## config.mk

```make
export PLATFORM = sky130hd
export DESIGN_NAME = uart_echo_fifo
export DESIGN_NICKNAME = d
export VERILOG_FILES = /design/src/rtl/uart_echo_fifo.sv
export SDC_FILE = /design/constraint.sdc
export NUM_CORES = 1
export LEC_CHECK = 0
export CORE_ASPECT_RATIO = 1.2
export CORE_MARGIN = 5
export CORE_UTILIZATION = 35
export CTS_BUF_LIST = sky130_fd_sc_hd__clkbuf_4 sky130_fd_sc_hd__clkbuf_8 sky130_fd_sc_hd__clkbuf_16
export DETAILED_ROUTE_END_ITERATION = 8
export GPL_TIMING_DRIVEN = 1
export MAX_ROUTING_LAYER = met4
export PLACE_DENSITY_LB_ADDON = 0.25
export SLEW_MARGIN = 20
export SYNTH_ARGS = -nofsm -noshare
export SYNTH_HDL_FRONTEND = slang
export SYNTH_SLANG_ARGS = --single-unit
export TNS_END_PERCENT = 50
```

## constraint.sdc

```tcl
create_clock -name i_Clk -period 3.7 [get_ports i_Clk]
set_input_delay 1.11 -clock i_Clk [delete_from_list [all_inputs] [get_ports i_Clk]]
set_output_delay 1.11 -clock i_Clk [all_outputs]
set_load 0.05 [all_outputs]
```

## src/rtl/uart_echo_fifo.sv

```systemverilog
// -----------------------------------------------------------------------------
// uart_echo_fifo
//
// Elastic byte buffer that sits between a UART receiver and a UART transmitter
// in a loopback path. Every received byte is queued. Queued bytes are replayed
// to the transmitter one at a time, and each new launch waits for the previous
// transmission to report completion. The most recently accepted byte is held
// for a display path. A sticky flag records any byte dropped because the
// buffer was full.
//
// Ports
//   i_Clk            system clock, rising edge
//   i_Reset          synchronous active-high reset
//   i_RX_DV          one-cycle strobe: i_RX_Byte is valid
//   i_RX_Byte        received byte
//   i_TX_Done        one-cycle strobe from the transmitter at the end of the stop bit
//   o_TX_DV          one-cycle launch strobe to the transmitter
//   o_TX_Byte        byte to transmit, held until the next launch
//   o_Last_Byte      last byte accepted into the buffer
//   o_Count          occupancy, 0..g_DEPTH
//   o_Empty          occupancy is zero
//   o_Full           occupancy is g_DEPTH
//   o_Overflow       sticky: a byte was dropped
//   i_Clear_Overflow clears o_Overflow (a drop in the same cycle wins)
// -----------------------------------------------------------------------------
module uart_echo_fifo #(
   parameter int g_DEPTH     = 16,
   parameter int g_ADDR_BITS = 4
) (
   input  logic                   i_Clk,
   input  logic                   i_Reset,
   input  logic                   i_RX_DV,
   input  logic [7:0]             i_RX_Byte,
   input  logic                   i_TX_Done,
   output logic                   o_TX_DV,
   output logic [7:0]             o_TX_Byte,
   output logic [7:0]             o_Last_Byte,
   output logic [g_ADDR_BITS:0]   o_Count,
   output logic                   o_Empty,
   output logic                   o_Full,
   output logic                   o_Overflow,
   input  logic                   i_Clear_Overflow
);

   localparam int CW = g_ADDR_BITS + 1;
   localparam logic [CW-1:0] FULL_COUNT = CW'(g_DEPTH);

   typedef enum logic [1:0] {
      IDLE,
      SEND,
      WAIT_DONE
   } state_t;

   state_t                 state;
   state_t                 state_next;
   logic [7:0]             mem [g_DEPTH];
   logic [g_ADDR_BITS-1:0] wr_ptr;
   logic [g_ADDR_BITS-1:0] rd_ptr;
   logic                   push;
   logic                   drop;
   logic                   pop;

   assign o_Empty = (o_Count == '0);
   assign o_Full  = (o_Count == FULL_COUNT);

   // The full test uses the occupancy before this edge, so a pop on the same
   // edge never makes room for an incoming byte.
   assign push = i_RX_DV & ~o_Full;
   assign drop = i_RX_DV &  o_Full;

   // Drain FSM: a pop is the IDLE->SEND transition itself.
   // NOTE: every signal written here gets a default first; a path that leaves
   // one unassigned would infer a latch.
   always_comb begin
      state_next = state;
      pop        = 1'b0;
      case (state)
         IDLE: begin
            if (!o_Empty) begin
               state_next = SEND;
               pop        = 1'b1;
            end
         end
         SEND:      state_next = WAIT_DONE;
         WAIT_DONE: if (i_TX_Done) state_next = IDLE;
         default:   state_next = IDLE;
      endcase
   end

   // NOTE: the byte array carries no reset; its contents are unreachable until
   // written, and leaving it out of reset lets it map onto plain storage.
   always_ff @(posedge i_Clk) begin
      if (push) begin
         mem[wr_ptr] <= i_RX_Byte;
      end
   end

   // NOTE: state is updated with non-blocking assignments only, so every
   // register samples values from before the edge regardless of block order.
   always_ff @(posedge i_Clk) begin
      if (i_Reset) begin
         state       <= IDLE;
         wr_ptr      <= '0;
         rd_ptr      <= '0;
         o_Count     <= '0;
         o_TX_DV     <= 1'b0;
         o_TX_Byte   <= 8'h00;
         o_Last_Byte <= 8'h00;
         o_Overflow  <= 1'b0;
      end else begin
         state   <= state_next;
         o_TX_DV <= pop;

         if (push) begin
            wr_ptr      <= wr_ptr + g_ADDR_BITS'(1);
            o_Last_Byte <= i_RX_Byte;
         end

         if (pop) begin
            rd_ptr    <= rd_ptr + g_ADDR_BITS'(1);
            o_TX_Byte <= mem[rd_ptr];
         end

         case ({push, pop})
            2'b10:   o_Count <= o_Count + CW'(1);
            2'b01:   o_Count <= o_Count - CW'(1);
            default: o_Count <= o_Count;
         endcase

         // A drop in the same cycle as a clear leaves the flag set.
         if (drop) begin
            o_Overflow <= 1'b1;
         end else if (i_Clear_Overflow) begin
            o_Overflow <= 1'b0;
         end
      end
   end

endmodule

```

==> results of run 1 <==
[synthesized netlist by cell type, types with 7 or more instances]
master	instances	area, um^2
nand2_1	14	52.6
mux2i_1	44	440
xor2_1	7	61.3
o22ai_1	16	100
clkbuf_1	10	37.5
mux4_2	16	360
a311oi_1	16	140
buf_2	9	45.0
edfxtp_1	128	3840
dfxtp_1	33	661
ha_1	8	100
nor2_1	48	180
[worst max-delay path, stage by stage (launching register included)]
cell and delay (ps):
dfxtp_1 410, or4_4 610, nor2_1 190, clkdlybuf4s50_1 840
[cell families after synthesis]
group / after synthesis
XOR/XNOR: 9
adder cells (fa/ha/maj): 8
flip-flops: 161
multiplexers: 62
buffers and inverters: 29
AND/OR/NAND/NOR: 88
AO/OA/AOI/OAI: 48
[layout make-up]
cell class / instances / area [um^2] / area share [%]
timing repair buffer: 64 / 573 / 7.41
sequential: 161 / 4510 / 58.3
inverter: 5 / 18.8 / 0.243
multi-input combinational: 215 / 1770 / 22.8
tap: 224 / 280 / 3.63
clock inverter: 14 / 161 / 2.09
clock buffer: 17 / 425 / 5.50
[through the flow]
step                power, W  instance area [um^2]
CTS                  0.00530                  7730
floorplan            0.00316                  6410
finish               0.00524                  7730
global route         0.00547                  7730
global placement     0.00353                  7140
detailed placement   0.00355                  7140
[routing by layer]
layer	up-vias	GRT usage, %
li1	1682	-
met1	1768	15.4
met2	43	24.4
met3	17	2.37
met4	0	5.93
met5	-	-
[placed cells by master (no fill, tap or decap), types with 7 or more instances in the layout]
cell type	n
buf_4	27
a311oi_1	16
edfxtp_1	128
clkbuf_16	17
o22ai_1	16
dfxtp_1	32
ha_1	8
mux2i_1	44
clkdlybuf4s50_1	37
mux4_2	16
xor2_1	7
nor2_1	48
nand2_1	14
[flip-flops by register name, summed over array words and instances, names as in the netlist]
name	flops
mem	128
wr_ptr	4
o_Overflow	1
state	2
o_TX_Byte	8
o_Last_Byte	8
rd_ptr	4
o_Count	5
o_TX_DV	1
[worst max-delay path by stage]
stage | end | cells past startpoint | startpoint
global route | o_Full | 3 | o_Count[1]
floorplan | o_Count[4] | 11 | i_RX_DV
global placement | o_Count[4] | 10 | i_RX_DV
CTS | o_Full | 3 | o_Count[1]
detailed placement | o_Count[4] | 10 | i_RX_DV
finish | o_Full | 3 | o_Count[1]
[power groups by stage]
stage	Combinational, W	Clock, W	Sequential (W)
floorplan	0.000760	0	0.00240
global placement	0.00127	0	0.00226
detailed placement	0.00128	0	0.00227
CTS	0.00129	0.00179	0.00223
global route	0.00137	0.00186	0.00225
finish	0.00127	0.00174	0.00223
==> reports/qor.csv, run 1 <==
stage,metric,value,unit
status,status,finished clean,
setup_path,critical-path maximum fanout,10,
cts,Clock Path Buffers,2,
synthesis,Post-synth EDFFs,128,
cts,CTS tree,yes,
setup_path,critical path capture point type,output port,
floorplanning,Die Footprint,21100,um^2
power_and_ir_drop,Sw Share,30.2,%
placed_design,Port Buf Inserts,37,
floorplanning,io pins,38,
setup_path,CP Launch Type,register,
synthesis,Seq cells post-synth,161,
floorplanning,chip width,134,um
finish,Final Util,42.7,%
power_and_ir_drop,sequential share of power,42.5,%
grt,first-pass GRT wire length,21100,um
placed_design,hpwl dp,8990,um
power_and_ir_drop,LEAKAGE,2.57,nW
power_and_ir_drop,power density cells,678,nW/um^2
synthesis,Ys Warns,0,
synthesis,mean area per synthesized cell,15.8,um^2
power_and_ir_drop,Comb power frac,24.3,%
power_and_ir_drop,switching power,0.00158,W
sta,Slew headroom,45.9,%
sta,min cycle time layout,3580,ps
sta,period utilization,96.7,%
cts,H-tree Lvls,4,
cts,CTS Hold Buffers Added,0,
grt,GRT Total Usage,13.7,%
route,DRC,0,
floorplanning,core area,18100,um^2
synthesis,adder-cell share of the synthesized area,1.56,%
setup_path,CP Data Arrival Time,2470,ps
cts,TritonCTS buffer count,17,
setup_path,RR Startpoint,o_Count[1],
route,Wirelength per Cell,19.1,um
synthesis,Syn Nets,426,
finish,n_diodes,0,
route,Total Wirelength,13300,um
synthesis,Synth Area in Simple Gates,6.26,%
min_path,Min-Delay Path Class,reg -> reg,
route,M1 WL,5590,um
sta,PnR worst setup slack,120,ps
sta,# setup viols final,0,
grt,antenna violations before repair,0,
setup_path,r2r endpoint,o_Count[4],
floorplanning,Die Y,158,um
cts,CTS Root Buffer Type,clkbuf_16,
power_and_ir_drop,Internal,0.00366,W
synthesis,Mapped Area,6410,um^2
synthesis,most used flip-flop cell after synthesis,edfxtp_1,
power_and_ir_drop,Worst VDD drop,0.000349,V
setup_path,r2r setup slk,1130,ps
route,wire length on met2,7060,um
route,Avg Vias per Cell,5.01,
placed_design,pre-CTS WS,350,ps
setup_path,crit path kind,reg -> out,
min_path,Hold EP,o_Last_Byte[1],
route,drt pass-1 iters,4,
route,met3 WL,322,um
sta,RSZ-0062 raised after global routing,no,
synthesis,main combinational cell family by area after synthesis,multiplexers,
grt,vias in the first global route,3706,
sta,Pins Over Slew Limit,0,
route,Final ANT Viol Nets,0,
sta,clock skew,13.4,ps
finish,share of layout cells above drive strength 1,16.0,%
floorplanning,Row Count,54,
sta,Setup TNS,0,ps
sta,Final Hold Fails,0,
cts,clock-pin slew on the worst setup and hold paths,70,ps
route,Top Layer Used,met4,
synthesis,xor/xnor cell area share of the yosys netlist,1.23,%
floorplanning,Starting Density,35.4,%
cts,"Clk Latency, worst-skew pair",420,ps
synthesis,cell count after synthesis,405,
finish,Area Overhead vs Synth,20.5,%
sta,WHS,492,ps
synthesis,synth unique cells,38,
grt,GR Overflow Total,0,
cts,clk sinks,161,
job,Max Cap Viol,0,
setup_path,required time worst endpoint,2590,ps
finish,layout net count,485,
synthesis,post-synthesis mux area share,12.8,%
min_path,Hold Path Cell Cnt,2,
power_and_ir_drop,Clock Power Share,33.2,%
min_path,hold path start,o_Last_Byte[1],
cts,# resized after CTS,0,
placed_design,placed insts,669,
route,DRT iter0 DRCs,168,
cts,# Post-CTS Setup Buffers,0,
sta,fmax,279,MHz
placed_design,GPL Wtd Cong,0.754,
finish,Post-Layout Cell Count,700,
grt,largest net degree at the start of global routing,26,
sta,worst-margin pin slew,811,ps
synthesis,Compound-Gate Fraction of Synth Area,5.64,%
synthesis,register area share after synthesis,70.2,%
setup_path,R2R cell count,10,
synthesis,Async SR Flop Fraction,0,%
finish,Fill cells,1630,
route,via count,3510,
(Power assumes the default switching activity.)
==> run 2: changes to the inputs <==
SLEW_MARGIN = 10   (was 20)
==> results of run 2 <==
Same layout as run 1: the final DEF is identical, and so are final timing and power.
==> run 3: changes to the inputs <==
CORE_MARGIN = unset   (was 5)
==> reports/qor.csv, run 3 (synthesis results as in run 1) <==
stage,metric,value,unit,change
status,status,"complete, but fails checks",,
status,failing checks,design-rule violations,,
sta,Final Hold Fails,0,,unchanged
cts,CTS tree,yes,,
grt,antenna violations before repair,0,,unchanged
finish,Top reg by flops,mem,,
sta,WHS,501,ps,+8.34 ps
floorplanning,core area,17700,um^2,-2.2%
setup_path,CP top delay family,buffers and inverters,,
sta,Pins Over Slew Limit,0,,unchanged
route,DRC,2,,+2
cts,# Post-CTS Setup Buffers,0,,unchanged
cts,TritonCTS buffer count,17,,unchanged
floorplanning,Row Count,53,,-1.9%
route,DRT iter0 DRCs,193,,+15%
min_path,hold path start,o_Last_Byte[2],,
placed_design,hpwl dp,8810,um,-2.0%
finish,most frequent cells in the layout,"edfxtp_1 (128), nor2_1 (48), mux2i_1 (44)",,
grt,largest net degree at the start of global routing,36,,+38%
sta,# setup viols final,0,,unchanged
setup_path,critical-path maximum fanout,10,,unchanged
grt,vias in the first global route,3672,,-0.92%
setup_path,crit path kind,reg -> out,,
finish,"most common cell after layout, fill and taps aside",edfxtp_1,,
floorplanning,Die Footprint,18900,um^2,-11%
power_and_ir_drop,power density cells,678,nW/um^2,about the same
sta,Slew headroom,35.1,%,-11 points
cts,Clock Path Buffers,2,,unchanged
setup_path,CP Data Arrival Time,2440,ps,-30 ps
min_path,Min-Delay Path Class,reg -> reg,,
route,drt pass-1 iters,6,,+2
job,Max Cap Viol,0,,unchanged
cts,clock-pin slew on the worst setup and hold paths,60,ps,about the same
setup_path,RR Startpoint,o_Count[1],,
setup_path,critical path capture point type,output port,,
sta,min cycle time layout,3550,ps,-30.8 ps
cts,clk sinks,161,,unchanged
finish,biggest regs,"mem (128), o_Last_Byte (8), o_TX_Byte (8)",,
route,Avg Vias per Cell,5.14,,+2.5%
cts,# resized after CTS,0,,unchanged
placed_design,GPL Wtd Cong,0.830,,+10%
setup_path,required time worst endpoint,2590,ps,about the same
sta,fmax,282,MHz,+0.87%
setup_path,CP Launch Type,register,,
finish,Area Overhead vs Synth,20.4,%,
cts,CTS Hold Buffers Added,0,,unchanged
cts,H-tree Lvls,4,,unchanged
setup_path,"slowest stage delay, CP",820,ps,-20 ps
sta,Setup TNS,0,ps,unchanged
finish,Largest register FFs,128,,unchanged
finish,share of layout cells above drive strength 1,15.6,%,-0.35 points
sta,RSZ-0062 raised after global routing,no,,
setup_path,WP buf/inv,1,,unchanged
floorplanning,chip width,126,um,-6.0%
setup_path,CP Launch Point,o_Count[1],,
sta,period utilization,95.9,%,-0.83 points
cts,CTS Root Buffer Type,clkbuf_16,,
route,Final ANT Viol Nets,0,,unchanged
route,Wirelength per Cell,19.2,um,+0.90%
setup_path,"Cell Chain, Critical Path",or4_4 -> nor2_1 -> clkdlybuf4s50_1,,
power_and_ir_drop,Worst VDD drop,0.000341,V,-2.4%
grt,GRT Total Usage,15.7,%,+1.9 points
grt,first-pass GRT wire length,20800,um,-1.7%
finish,Final Util,43.6,%,+0.92 points
sta,worst-margin pin slew,973,ps,+162 ps
placed_design,Port Buf Inserts,37,,unchanged
setup_path,slowest CP cell,clkdlybuf4s50_1,,
sta,clock skew,6.44,ps,-6.95 ps
cts,"Clk Latency, worst-skew pair",420,ps,about the same
grt,GR Overflow Total,0,,unchanged
finish,layout net count,482,,-0.62%
floorplanning,Starting Density,36.2,%,+0.80 points
finish,n_diodes,0,,unchanged
power_and_ir_drop,LEAKAGE,2.55,nW,-0.73%
route,via count,3566,,+1.6%
floorplanning,io pins,38,,unchanged
floorplanning,Die Y,150,um,-5.1%
route,Total Wirelength,13400,um,about the same
run 3: changes by cell type in the layout (fill, tap and decap cells not counted):
cell	before	now
buf_12	0	1
buf_4	27	23
clkinv_4	1	3
clkinvlp_4	1	3
inv_6	4	1
run 3: tightest hold or removal path: stages, from the launching register on:
cell	delay, ps
dfxtp_1	330
mux2i_1	70
nor2_1	70
run 3: worst paths after layout:
kind	depth (start not counted)	to	slack, ps
min	2	o_Last_Byte[2]	500
max reg2reg	9	o_Count[4]	1090
min reg2reg	2	o_Last_Byte[2]	500
max	3	o_Full	150
run 3: stage by stage:
stage | total power [W] | worst slack [ps] | cell area (um^2) | instances
floorplan | 0.00316 | 377 | 6410 | 405
global placement | 0.00352 | 396 | 7130 | 662
detailed placement | 0.00355 | 388 | 7130 | 662
CTS | 0.00529 | 131 | 7720 | 694
global route | 0.00546 | 75.0 | 7720 | 694
finish | 0.00524 | 151 | 7720 | 694
run 3: cell type report:
cell class	count	area [um^2]
Fill cell	1531	9980
Sequential cell	161	4510
Multi-Input combinational cell	215	1770
Timing Repair Buffer	61	563
Clock buffer	17	425
Tap cell	220	275
Clock inverter	15	168
Inverter	5	18.8
run 3: where the power goes:
part | switching, W | internal (W)
clock network | 0.000678 | 0.00105
registers | 0.000147 | 0.00208
logic | 0.000758 | 0.000517
run 3: per-layer routing:
| layer | GRT usage, % | up-vias | part of all wire [%] |
|---|---|---|---|
| li1 | - | 1674 | - |
| met1 | 17.4 | 1802 | 42 |
| met2 | 26.8 | 65 | 52 |
| met3 | 2.84 | 25 | 2.5 |
| met4 | 8.66 | 0 | 3.6 |
| met5 | - | - | 0 |
